[src/rtl/reg_bus_initiator_if.sv]
// Command, response and peripheral register-bus signals of reg_bus_initiator.
// master: the initiator's view (drives strobes and responses).
// slave:  the requester/peripheral side's view.
interface reg_bus_initiator_if #(
  parameter int ADDR_W = 4
);
  logic              cmd_valid;
  logic              cmd_ready;
  logic              cmd_we;
  logic [3:0]        cmd_be;
  logic [ADDR_W-1:0] cmd_addr;
  logic [31:0]       cmd_wdata;
  logic              rsp_valid;
  logic              rsp_ready;
  logic [31:0]       rsp_rdata;
  logic              rsp_err;
  logic              busy;
  logic [3:0]        reg_we;
  logic [3:0]        reg_re;
  logic [ADDR_W-1:0] reg_addr;
  logic [31:0]       reg_di;
  logic [31:0]       reg_do;
  logic              ready;

  modport master (
    input  cmd_valid, cmd_we, cmd_be, cmd_addr, cmd_wdata, rsp_ready, reg_do, ready,
    output cmd_ready, rsp_valid, rsp_rdata, rsp_err, busy, reg_we, reg_re, reg_addr, reg_di
  );

  modport slave (
    output cmd_valid, cmd_we, cmd_be, cmd_addr, cmd_wdata, rsp_ready, reg_do, ready,
    input  cmd_ready, rsp_valid, rsp_rdata, rsp_err, busy, reg_we, reg_re, reg_addr, reg_di
  );
endinterface

[src/rtl/reg_bus_initiator.sv]
// Single-outstanding register-bus initiator: accepts one read/write command,
// runs one strobed access with a per-access timeout, returns one response.
// Every output is a flop; ready and reg_do only feed next-state logic.
module reg_bus_initiator #(
  parameter int unsigned ADDR_W  = 4,
  parameter int unsigned TIMEOUT = 16
) (
  input logic            clk,
  input logic            resetn,
  reg_bus_initiator_if.master bus
);

  typedef enum logic [1:0] {IDLE, ACCESS, RESP} state_t;

  localparam logic [15:0] CNT_LAST = 16'(TIMEOUT - 1);

  state_t            state_q, state_d;
  logic [15:0]       cnt_q, cnt_d;
  logic              is_wr_q, is_wr_d;
  logic              cmd_ready_q, cmd_ready_d;
  logic              busy_q, busy_d;
  logic              rsp_valid_q, rsp_valid_d;
  logic [31:0]       rsp_rdata_q, rsp_rdata_d;
  logic              rsp_err_q, rsp_err_d;
  logic [3:0]        reg_we_q, reg_we_d;
  logic [3:0]        reg_re_q, reg_re_d;
  logic [ADDR_W-1:0] reg_addr_q, reg_addr_d;
  logic [31:0]       reg_di_q, reg_di_d;

  // Next-state and next-output computation; outputs are decided one edge
  // ahead so cmd_ready/busy can be flops that track the upcoming state.
  always_comb begin
    state_d     = state_q;
    cnt_d       = cnt_q;
    is_wr_d     = is_wr_q;
    cmd_ready_d = cmd_ready_q;
    busy_d      = busy_q;
    rsp_valid_d = rsp_valid_q;
    rsp_rdata_d = rsp_rdata_q;
    rsp_err_d   = rsp_err_q;
    reg_we_d    = reg_we_q;
    reg_re_d    = reg_re_q;
    reg_addr_d  = reg_addr_q;
    reg_di_d    = reg_di_q;
    unique case (state_q)
      IDLE: begin
        if (bus.cmd_valid && cmd_ready_q) begin
          is_wr_d     = bus.cmd_we;
          cmd_ready_d = 1'b0;
          busy_d      = 1'b1;
          if (bus.cmd_we && (bus.cmd_be == 4'h0)) begin
            // Write with no byte lanes: reject without touching the bus.
            state_d     = RESP;
            rsp_valid_d = 1'b1;
            rsp_err_d   = 1'b1;
            rsp_rdata_d = '0;
          end else begin
            state_d    = ACCESS;
            cnt_d      = '0;
            reg_addr_d = bus.cmd_addr;
            reg_di_d   = bus.cmd_wdata;
            reg_we_d   = bus.cmd_we ? bus.cmd_be : 4'h0;
            reg_re_d   = bus.cmd_we ? 4'h0 : 4'hF;
          end
        end
      end
      ACCESS: begin
        // ready wins over timeout in the final allowed cycle.
        if (bus.ready) begin
          state_d     = RESP;
          reg_we_d    = '0;
          reg_re_d    = '0;
          rsp_valid_d = 1'b1;
          rsp_err_d   = 1'b0;
          rsp_rdata_d = is_wr_q ? '0 : bus.reg_do;
        end else if (cnt_q == CNT_LAST) begin
          state_d     = RESP;
          reg_we_d    = '0;
          reg_re_d    = '0;
          rsp_valid_d = 1'b1;
          rsp_err_d   = 1'b1;
          rsp_rdata_d = '0;
        end else begin
          cnt_d = cnt_q + 16'd1;
        end
      end
      RESP: begin
        if (bus.rsp_ready) begin
          state_d     = IDLE;
          rsp_valid_d = 1'b0;
          cmd_ready_d = 1'b1;
          busy_d      = 1'b0;
        end
      end
      default: begin
        state_d     = IDLE;
        cmd_ready_d = 1'b1;
        busy_d      = 1'b0;
        rsp_valid_d = 1'b0;
        reg_we_d    = '0;
        reg_re_d    = '0;
      end
    endcase
  end

  // State and output registers with synchronous active-low reset.
  always_ff @(posedge clk) begin
    if (!resetn) begin
      state_q     <= IDLE;
      cnt_q       <= '0;
      is_wr_q     <= 1'b0;
      cmd_ready_q <= 1'b1;
      busy_q      <= 1'b0;
      rsp_valid_q <= 1'b0;
      rsp_rdata_q <= '0;
      rsp_err_q   <= 1'b0;
      reg_we_q    <= '0;
      reg_re_q    <= '0;
      reg_addr_q  <= '0;
      reg_di_q    <= '0;
    end else begin
      state_q     <= state_d;
      cnt_q       <= cnt_d;
      is_wr_q     <= is_wr_d;
      cmd_ready_q <= cmd_ready_d;
      busy_q      <= busy_d;
      rsp_valid_q <= rsp_valid_d;
      rsp_rdata_q <= rsp_rdata_d;
      rsp_err_q   <= rsp_err_d;
      reg_we_q    <= reg_we_d;
      reg_re_q    <= reg_re_d;
      reg_addr_q  <= reg_addr_d;
      reg_di_q    <= reg_di_d;
    end
  end

  assign bus.cmd_ready = cmd_ready_q;
  assign bus.busy      = busy_q;
  assign bus.rsp_valid = rsp_valid_q;
  assign bus.rsp_rdata = rsp_rdata_q;
  assign bus.rsp_err   = rsp_err_q;
  assign bus.reg_we    = reg_we_q;
  assign bus.reg_re    = reg_re_q;
  assign bus.reg_addr  = reg_addr_q;
  assign bus.reg_di    = reg_di_q;

endmodule

[src/flat_wrapper.sv]
// flat-port wrapper written by rule: the top's interface ports become plain ports
module reg_bus_initiator_flat 
#(
  parameter int unsigned ADDR_W  = 4,
  parameter int unsigned TIMEOUT = 16
)
  (clk, resetn, bus_cmd_valid, bus_cmd_we, bus_cmd_be, bus_cmd_addr, bus_cmd_wdata, bus_rsp_ready, bus_reg_do, bus_ready, bus_cmd_ready, bus_rsp_valid, bus_rsp_rdata, bus_rsp_err, bus_busy, bus_reg_we, bus_reg_re, bus_reg_addr, bus_reg_di);
  reg_bus_initiator_if #(.ADDR_W(ADDR_W)) bus_i ();
  input logic clk;
  input logic resetn;
  input wire logic [$bits(bus_i.cmd_valid)-1:0] bus_cmd_valid;
  input wire logic [$bits(bus_i.cmd_we)-1:0] bus_cmd_we;
  input wire logic [$bits(bus_i.cmd_be)-1:0] bus_cmd_be;
  input wire logic [$bits(bus_i.cmd_addr)-1:0] bus_cmd_addr;
  input wire logic [$bits(bus_i.cmd_wdata)-1:0] bus_cmd_wdata;
  input wire logic [$bits(bus_i.rsp_ready)-1:0] bus_rsp_ready;
  input wire logic [$bits(bus_i.reg_do)-1:0] bus_reg_do;
  input wire logic [$bits(bus_i.ready)-1:0] bus_ready;
  output wire logic [$bits(bus_i.cmd_ready)-1:0] bus_cmd_ready;
  output wire logic [$bits(bus_i.rsp_valid)-1:0] bus_rsp_valid;
  output wire logic [$bits(bus_i.rsp_rdata)-1:0] bus_rsp_rdata;
  output wire logic [$bits(bus_i.rsp_err)-1:0] bus_rsp_err;
  output wire logic [$bits(bus_i.busy)-1:0] bus_busy;
  output wire logic [$bits(bus_i.reg_we)-1:0] bus_reg_we;
  output wire logic [$bits(bus_i.reg_re)-1:0] bus_reg_re;
  output wire logic [$bits(bus_i.reg_addr)-1:0] bus_reg_addr;
  output wire logic [$bits(bus_i.reg_di)-1:0] bus_reg_di;
  assign bus_i.cmd_valid = bus_cmd_valid;
  assign bus_i.cmd_we = bus_cmd_we;
  assign bus_i.cmd_be = bus_cmd_be;
  assign bus_i.cmd_addr = bus_cmd_addr;
  assign bus_i.cmd_wdata = bus_cmd_wdata;
  assign bus_i.rsp_ready = bus_rsp_ready;
  assign bus_i.reg_do = bus_reg_do;
  assign bus_i.ready = bus_ready;
  assign bus_cmd_ready = bus_i.cmd_ready;
  assign bus_rsp_valid = bus_i.rsp_valid;
  assign bus_rsp_rdata = bus_i.rsp_rdata;
  assign bus_rsp_err = bus_i.rsp_err;
  assign bus_busy = bus_i.busy;
  assign bus_reg_we = bus_i.reg_we;
  assign bus_reg_re = bus_i.reg_re;
  assign bus_reg_addr = bus_i.reg_addr;
  assign bus_reg_di = bus_i.reg_di;
  reg_bus_initiator #(.ADDR_W(ADDR_W), .TIMEOUT(TIMEOUT)) u_core (.clk(clk), .resetn(resetn), .bus(bus_i));
endmodule
[config.mk]
export PLATFORM = sky130hd
export DESIGN_NAME = reg_bus_initiator_flat
export DESIGN_NICKNAME = d
export VERILOG_FILES = /design/src/rtl/reg_bus_initiator_if.sv /design/src/rtl/reg_bus_initiator.sv /design/src/flat_wrapper.sv
export SDC_FILE = /design/constraint.sdc
export NUM_CORES = 1
export LEC_CHECK = 0
export ABC_AREA = 0
export CAP_MARGIN = 10
export CORE_ASPECT_RATIO = 1.75
export CORE_MARGIN = 2
export CORE_UTILIZATION = 46
export DETAILED_ROUTE_END_ITERATION = 8
export PLACE_DENSITY = 0.86
export SLEW_MARGIN = 20
export SYNTH_ARGS = -nofsm -noshare
export SYNTH_HDL_FRONTEND = slang
export SYNTH_SLANG_ARGS = --single-unit
[constraint.sdc]
create_clock -name clk -period 4.7 [get_ports clk]
set_input_delay 0.94 -clock clk [delete_from_list [all_inputs] [get_ports clk]]
set_output_delay 0.94 -clock clk [all_outputs]
set_load 0.1 [all_outputs]
After elaboration in Yosys (flattened, before gate mapping)
Index checks and enable logic that the tools add are counted.

Add/subtract/negate cells: 1. Equal/unequal tests: 10. Muxes and demuxes: 40. Bitwise gates (word level): 3. Reductions and logical operators: 13.

Operators by type and width (number): $mux 32 (5); $mux 16 (4); $pmux 32 s2 (1); $mux 4 (8); $pmux 16 s2 (1); $pmux 4 s3 (2); $add 16x1->16 const B (1); $eq 16x4->1 const B (1); $reduce_and 4->1 (3); $mux 2 (5); $mux 1 (9); $pmux 1 s3 (3); $reduce_and 3->1 (3); $ne 2x2->1 const B (4); $pmux 2 s3 (1); $reduce_and 5->1 (1); $logic_not 4->1 (1); $ne 2x1->1 const B (2); $ne 3x2->1 const B (1); $not 1->1 (3); $eq 2x1->1 const B (1); $eq 2x2->1 const B (1); $logic_and 1x1->1 (2); $logic_not 2->1 (1); 3 further kinds (3).

Bits in registers: 99. Bits of input ports: 78. Output and inout port bits: 80. Word-level logic and storage cells: 79.

Depth between registers and ports, before layout
Gate-level depths: netlist (run 1).

Depth after elaboration: 5. Mapped depth: 8. Depth with buffers taken out: 6.

Least setup slack after synthesis (run 1)
No wires, ideal clock.

Kind: input to register. Start point: input port bus_cmd_be[1]. End point: register u_core.rsp_rdata_q[10], in the netlist u_core.bus.rsp_rdata[10]. Setup time: 0.118 ns. Arrival: 2.679 ns. Data required time: 4.582 ns. Path slack: 1.903 ns. Stages on the path: 7. Path buffers: 2. Cells stage by stage: or4b_4 > or3_4 > a221oi_4 > nor2b_2 > buf_6 > buf_6 > a22o_1.

Word-level cells in the longest chain between the ends: 4.

RTL lines: start: declaration (line flat_wrapper.sv:13) `input wire logic [$bits(bus_i.cmd_be)-1:0] bus_cmd_be;`; $logic_not 4->1 (line reg_bus_initiator.sv:51) `if (bus.cmd_we && (bus.cmd_be == 4'h0)) begin`; $logic_and 1x1->1 (line reg_bus_initiator.sv:51); $ne 2x1->1 (no source line); $reduce_and 4->1 (no source line); end signal: assignment (line reg_bus_initiator.sv:128) `rsp_rdata_q <= rsp_rdata_d;`; end: declaration (line reg_bus_initiator.sv:23) `logic [31:0] rsp_rdata_q, rsp_rdata_d;`.

No other way between the ends. A chain may end at the register's enable or synchronous reset.

Worst setup path in the final report (run 1)
Start point: input port bus_cmd_we. End point: register u_core.cnt_q[13].

Word-level cells in the longest chain between the ends: 3.

RTL lines: start: declaration (line flat_wrapper.sv:12) `input wire logic [$bits(bus_i.cmd_we)-1:0] bus_cmd_we;`; $logic_and 1x1->1 (line reg_bus_initiator.sv:51); $ne 2x2->1 (no source line); $reduce_and 5->1 (no source line); end signal: assignment (line reg_bus_initiator.sv:123) `cnt_q <= cnt_d;`; end: declaration (line reg_bus_initiator.sv:18) `logic [15:0] cnt_q, cnt_d;`.

No other way between the ends.

==> flow_summary.toml, run 1 <==
[outcome]
status = "complete, no violations"

[worst_setup_path]
required_ns = 4.97
cp_data_arrival_time_ns = 3.31
critPathCaptureType = "flip-flop"
start_kind = "input port"
path_class = "input port to flip-flop"
crit_fanout = 19

[clocking]
cts_tree = "yes"
clk_pin_slew_ns = 0.07
clk_latency_ns = 0.35
htreeDepth = 3
cts_resized = 0
post-cts-setup-buffers = 0
cts_sinks = 96
clk_path_buf_depth = 2
root_buffer = "clkbuf_16"
hold_buffers = 0
numCtsBuffers = 9

[yosys]
postSynthNetCount = 476
async_reset_ff_share_pct = 0
syn_area_um2 = 3750
synth_flop_cell = "dfxtp_1"
synth-edff-count = 0
ys_ff_latch = 96
synthCells = 397
ys_seq_area_share_pct = 51.2
ys_warn_count = 0
yosysUniqueCellTypes = 48
syn_area_per_cell_um2 = 9.45

[sta]
setup_ws_ns = 1.65
min_period_over_period_pct = 64.8
final_max_slew_viol_count = 0
setup_violations = 0
fin_skew_ns = 0.00705
rsz0062_at_grt = "false"
whs_ns = 0.451
fmaxAchievable_ghz = 0.328
worst_pin_slew_ns = 1.04
slew_headroom_pct = 30.3
hold_viol = 0
fin_crit_ns = 3.05
final.setup.tns_ns = 0

[drt]
wl_per_cell_um = 16.0
drt-pass1-iter-count = 4
final_antenna_net_count = 0
drt-initial-drc-count = 181
routed_wl_um = 10200
via_per_inst = 5.50
drc = 0
vias = 3499

[power_and_ir_drop]
power_density_nw_per_um2 = 455
p_leak_nw = 2.11
peakVddDrop_v = 0.000292

[global_routing]
grt_overflow_total = 0
grt_use_met3_pct = 4.32
grt_pass1_vias = 3458
use_met2_pct = 42.3
grt_start_max_net_pins = 63
met1_usage_pct = 23.9
grt_usage_pct = 23.1
grt_pass1_wl_um = 16200
busiest_layer = "met2"
antenna_found_initial = 0

[run]
drv_cap = 0

[finish]
fin_area_um2 = 5640
area_growth_pct = 50.3
layout_common_cells = "156 x clkdlybuf4s50_1, 96 x dfxtp_1, 91 x nand2_1, 39 x a21boi_1, 32 x a22o_1"
nNetsFinal = 620
drive_gt1_share_pct = 5.31
num_antenna_cells = 0
fillers = 567
final_common_cell = "clkdlybuf4s50_1"

[placed_design]
post-dp-hpwl_um = 7290
place_ws_ns = 1.26
io_buffers = 157
place_congestion = 0.837
placed_area_um2 = 5320

[floorplan]
die_area_um2 = 8920
start_util_pct = 47.4
die_w_um = 72.3
die_h_um = 123
ioPinCount = 158
rows = 43
core-area_um2 = 7910

[min_path]
min_path_type = "flip-flop to flip-flop"
## worst paths after layout
path | end | cells after the start | from | slack, ns
worst max-delay path | u_core.cnt_q[13] | 5 | bus_cmd_we | 1.65
worst min-delay path | u_core.bus.reg_di[18] | 2 | u_core.bus.reg_di[18] | 0.45
worst max register to register | u_core.bus.rsp_rdata[4] | 6 | u_core.cnt_q[0] | 2.04
worst min register to register | u_core.bus.reg_di[18] | 2 | u_core.bus.reg_di[18] | 0.45
## per-layer routing
layer  share of wire, %  wire length (um)
met4                4.1               420
met1                 36              3700
met2                 54              5440
met3                5.8               592
met5                  0                 0
## where the power goes
part	switching [mW]	internal, mW	total [mW]
registers	0.0450	0.879	0.924
logic	0.641	0.238	0.879
clock network	0.337	0.424	0.761
## final cells by class
cell class	instances	area, um2	area share [%]
Inverter	3	11.3	0.200
Multi-Input combinational cell	270	1680	29.9
Timing Repair Buffer	161	1600	28.3
Sequential cell	96	1920	34.1
Clock buffer	9	225	3.99
Tap cell	90	113	2.00
Clock inverter	7	86.3	1.53
## cells in the mapped netlist (all sizes together), types with 2 or more instances
| master | n | share of area, % |
|---|---|---|
| a21boi | 39 | 7.8 |
| a21oi | 10 | 1.3 |
| a22o | 32 | 7.5 |
| and2 | 4 | 0.67 |
| and3 | 5 | 0.83 |
| and4 | 3 | 0.70 |
| buf | 10 | 2.1 |
| clkbuf | 18 | 1.8 |
| dfxtp | 96 | 51 |
| inv | 3 | 0.30 |
| mux2i | 6 | 1.6 |
| nand2 | 91 | 9.1 |
| nand2b | 2 | 0.33 |
| nand3 | 12 | 1.6 |
| nand3b | 2 | 0.40 |
| nand4 | 5 | 0.83 |
| nor2 | 12 | 1.2 |
| nor2b | 4 | 0.73 |
| nor3b | 2 | 0.70 |
| nor4 | 3 | 0.50 |
| o21a | 2 | 0.40 |
| o21ai | 6 | 0.80 |
| o221a | 2 | 0.60 |
| o31ai | 2 | 0.40 |
| or3 | 3 | 0.63 |
| or4 | 3 | 0.60 |
| xor2 | 7 | 1.6 |
## logic make-up after synthesis
| kind of cell | synth area share (%) |
|---|---|
| AO/OA/AOI/OAI | 21.1 |
| XOR/XNOR | 1.63 |
| adder cells (fa/ha/maj) | 0.334 |
| buffers and inverters | 4.24 |
| flip-flops | 51.2 |
| multiplexers | 1.60 |
| AND/OR/NAND/NOR | 19.8 |
## sequential cells by signal, indices dropped and copies added (netlist names), 2 cells and up
| signal | flops |
|---|---|
| u_core.cnt_q | 16 |
| u_core.state_q | 2 |
| u_core.bus.rsp_rdata | 32 |
| u_core.bus.reg_we | 4 |
| u_core.bus.reg_addr | 4 |
| u_core.bus.reg_di | 32 |
## metrics by stage
step	total power [mW]	instances	util, %
6_report	2.56	636	71.3
5_1_grt	2.65	636	71.3
4_1_cts	2.58	636	71.2
3_5_place_dp	1.82	620	67.3
3_3_place_gp	1.81	620	67.3
2_1_floorplan	1.59	397	-
## critical path, cell delays in order
cell and delay (ns):
clkdlybuf4s50_1 0.53, or4b_4 0.53, o21ai_2 0.65, nand2_1 0.42, a21oi_1 0.23
Power figures use the tool's default switching activity.
==> inputs of run 2 (changes only) <==
--- a/config.mk
+++ b/config.mk
@@ -9,9 +9,9 @@
 export CAP_MARGIN = 10
 export CORE_ASPECT_RATIO = 1.75
 export CORE_MARGIN = 2
-export CORE_UTILIZATION = 46
+export CORE_UTILIZATION = 38
 export DETAILED_ROUTE_END_ITERATION = 8
-export PLACE_DENSITY = 0.86
+export PLACE_DENSITY = 0.76
 export SLEW_MARGIN = 20
 export SYNTH_ARGS = -nofsm -noshare
 export SYNTH_HDL_FRONTEND = slang
==> constraint.sdc (replaced) <==
create_clock -name clk -period 2.8 [get_ports clk]
set_input_delay 0.56 -clock clk [delete_from_list [all_inputs] [get_ports clk]]
set_output_delay 0.56 -clock clk [all_outputs]
set_load 0.1 [all_outputs]
==> run 2 against run 1 <==
  * Largest cell class unchanged
  * Die area up 20%
  * Critical path depth up 1
  * Sequential power up 68%
  * Via count down 2.1%
  * First-iteration DRC count down 38%
  * Highest routed layer unchanged
  * Utilization down 14 points
  * Combinational power up 68%
  * Worst setup slack worse by 1.3 ns
==> flow_summary.toml, run 2 (same netlist as run 1, synthesis figures left out) <==
[sta]
setup_violations = 0
min_period_over_period_pct = 88.5
final_max_slew_viol_count = 0
rsz0062_at_grt = "false"
hold_viol = 0
fin_crit_ns = 2.48
slew_headroom_pct = 51.9
fmaxAchievable_ghz = 0.404
fin_skew_ns = 0.00898
worst_pin_slew_ns = 0.720
whs_ns = 0.453

[placed_design]
place_congestion = 0.823
post-dp-hpwl_um = 7330
io_buffers = 157

[global_routing]
grt_pass1_wl_um = 15600
antenna_found_initial = 0
grt_use_met3_pct = 3.60
busiest_layer = "met2"
grt_pass1_vias = 3300
met1_usage_pct = 19.7
grt_usage_pct = 18.3
grt_start_max_net_pins = 62
grt_overflow_total = 0
use_met2_pct = 33.6

[drt]
wl_per_cell_um = 14.4
routed_wl_um = 9840
final_antenna_net_count = 0
drt-initial-drc-count = 112
via_per_inst = 5.02
vias = 3427
drt-pass1-iter-count = 4
drc = 0

[min_path]
min_from = "u_core.bus.reg_di[10]"
min_path_type = "flip-flop to flip-flop"
min_path_cells = 2
hold_path_end = "u_core.bus.reg_di[10]"

[clocking]
post-cts-setup-buffers = 0
cts_sinks = 96
clk_latency_ns = 0.34
htreeDepth = 3
cts_tree = "yes"
hold_buffers = 0
numCtsBuffers = 9
clk_pin_slew_ns = 0.07
clk_path_buf_depth = 2
root_buffer = "clkbuf_16"
cts_resized = 0

[worst_setup_path]
rr_worst_depth = 6
start_kind = "input port"
required_ns = 3.03
cp_data_arrival_time_ns = 2.71
rr_startpoint = "u_core.cnt_q[0]"
r2r-end = "u_core.bus.rsp_rdata[15]"
ff2ff_setup_slack_ns = 0.67
path_class = "input port to flip-flop"
crit_fanout = 32
critPathCaptureType = "flip-flop"

[finish]
area_growth_pct = 49.1
utilization_pct = 57.5
layout_common_cells = "96 x dfxtp_1, 93 x buf_4, 91 x nand2_1, 77 x clkdlybuf4s50_1, 39 x a21boi_1"
drive_gt1_share_pct = 21.4
final_common_cell = "dfxtp_1"
num_antenna_cells = 0
nNetsFinal = 631

[outcome]
status = "complete, no violations"

[power_and_ir_drop]
p_leak_nw = 2.33
power_density_nw_per_um2 = 772
peakVddDrop_v = 0.000454

[floorplan]
rows = 48
die_w_um = 79.1
ioPinCount = 158
core-area_um2 = 9730
start_util_pct = 38.6
die_area_um2 = 10700
die_h_um = 135

[run]
drv_cap = 0
## run 2: cell type report
type / instances / area, um2
multi-input cells: 270 / 1680
flip-flops and latches: 96 / 1920
inverters: 3 / 11.3
clock inverters: 7 / 86.3
well taps: 125 / 156
repair buffers: 172 / 1510
clock buffers: 9 / 225
fillers: 864 / 4140
## run 2: metal layers
metal,up-vias,part of all wire (%)
met4,0,2.5
met3,16,4.5
met1,1614,38
met5,-,0
li1,1706,-
met2,91,55
## run 2: critical path: stages
cell and delay, ns:
clkdlybuf4s50_1 0.42, or4b_4 0.56, or3_4 0.39, a221oi_4 0.29, nor2b_4 0.20, a22o_1 0.28
## run 2: per-stage QoR
stage          TNS [ns]  power (mW)  setup WS (ns)  cells  area [um2]
2_1_floorplan         0        2.67          0.345    397        3750
3_3_place_gp      -1.83        3.04        -0.0583    666        5280
3_5_place_dp     -0.529        3.07        -0.0316    666        5280
4_1_cts               0        4.35          0.331    682        5590
5_1_grt               0        4.48          0.272    682        5590
6_report              0        4.32          0.322    682        5590
## run 2: report_power, final
| part | internal [mW] | total [mW] | switching (mW) |
|---|---|---|---|
| Sequential | 1.48 | 1.55 | 0.0759 |
| Clock | 0.715 | 1.29 | 0.571 |
| Combinational | 0.398 | 1.48 | 1.08 |
## run 2: how the worst max path moves through the flow
stage                    startpoint                        to  depth (start not counted)
2_1_floorplan  u_core.bus.cmd_ready  u_core.bus.rsp_rdata[10]                          7
4_1_cts               bus_cmd_be[1]  u_core.bus.rsp_rdata[14]                          6
3_3_place_gp          bus_cmd_be[1]  u_core.bus.rsp_rdata[15]                          6
6_report              bus_cmd_be[1]  u_core.bus.rsp_rdata[15]                          6
3_5_place_dp          bus_cmd_be[1]  u_core.bus.rsp_rdata[22]                          6
5_1_grt               bus_cmd_be[1]  u_core.bus.rsp_rdata[22]                          6
==> inputs of run 3 (changes only) <==
--- a/config.mk
+++ b/config.mk
@@ -5,7 +5,6 @@
 export SDC_FILE = /design/constraint.sdc
 export NUM_CORES = 1
 export LEC_CHECK = 0
-export ABC_AREA = 0
 export CAP_MARGIN = 10
 export CORE_ASPECT_RATIO = 1.75
 export CORE_MARGIN = 2
==> results of run 3 <==
Same layout as run 2: the final DEF is identical, and so are final timing and power.
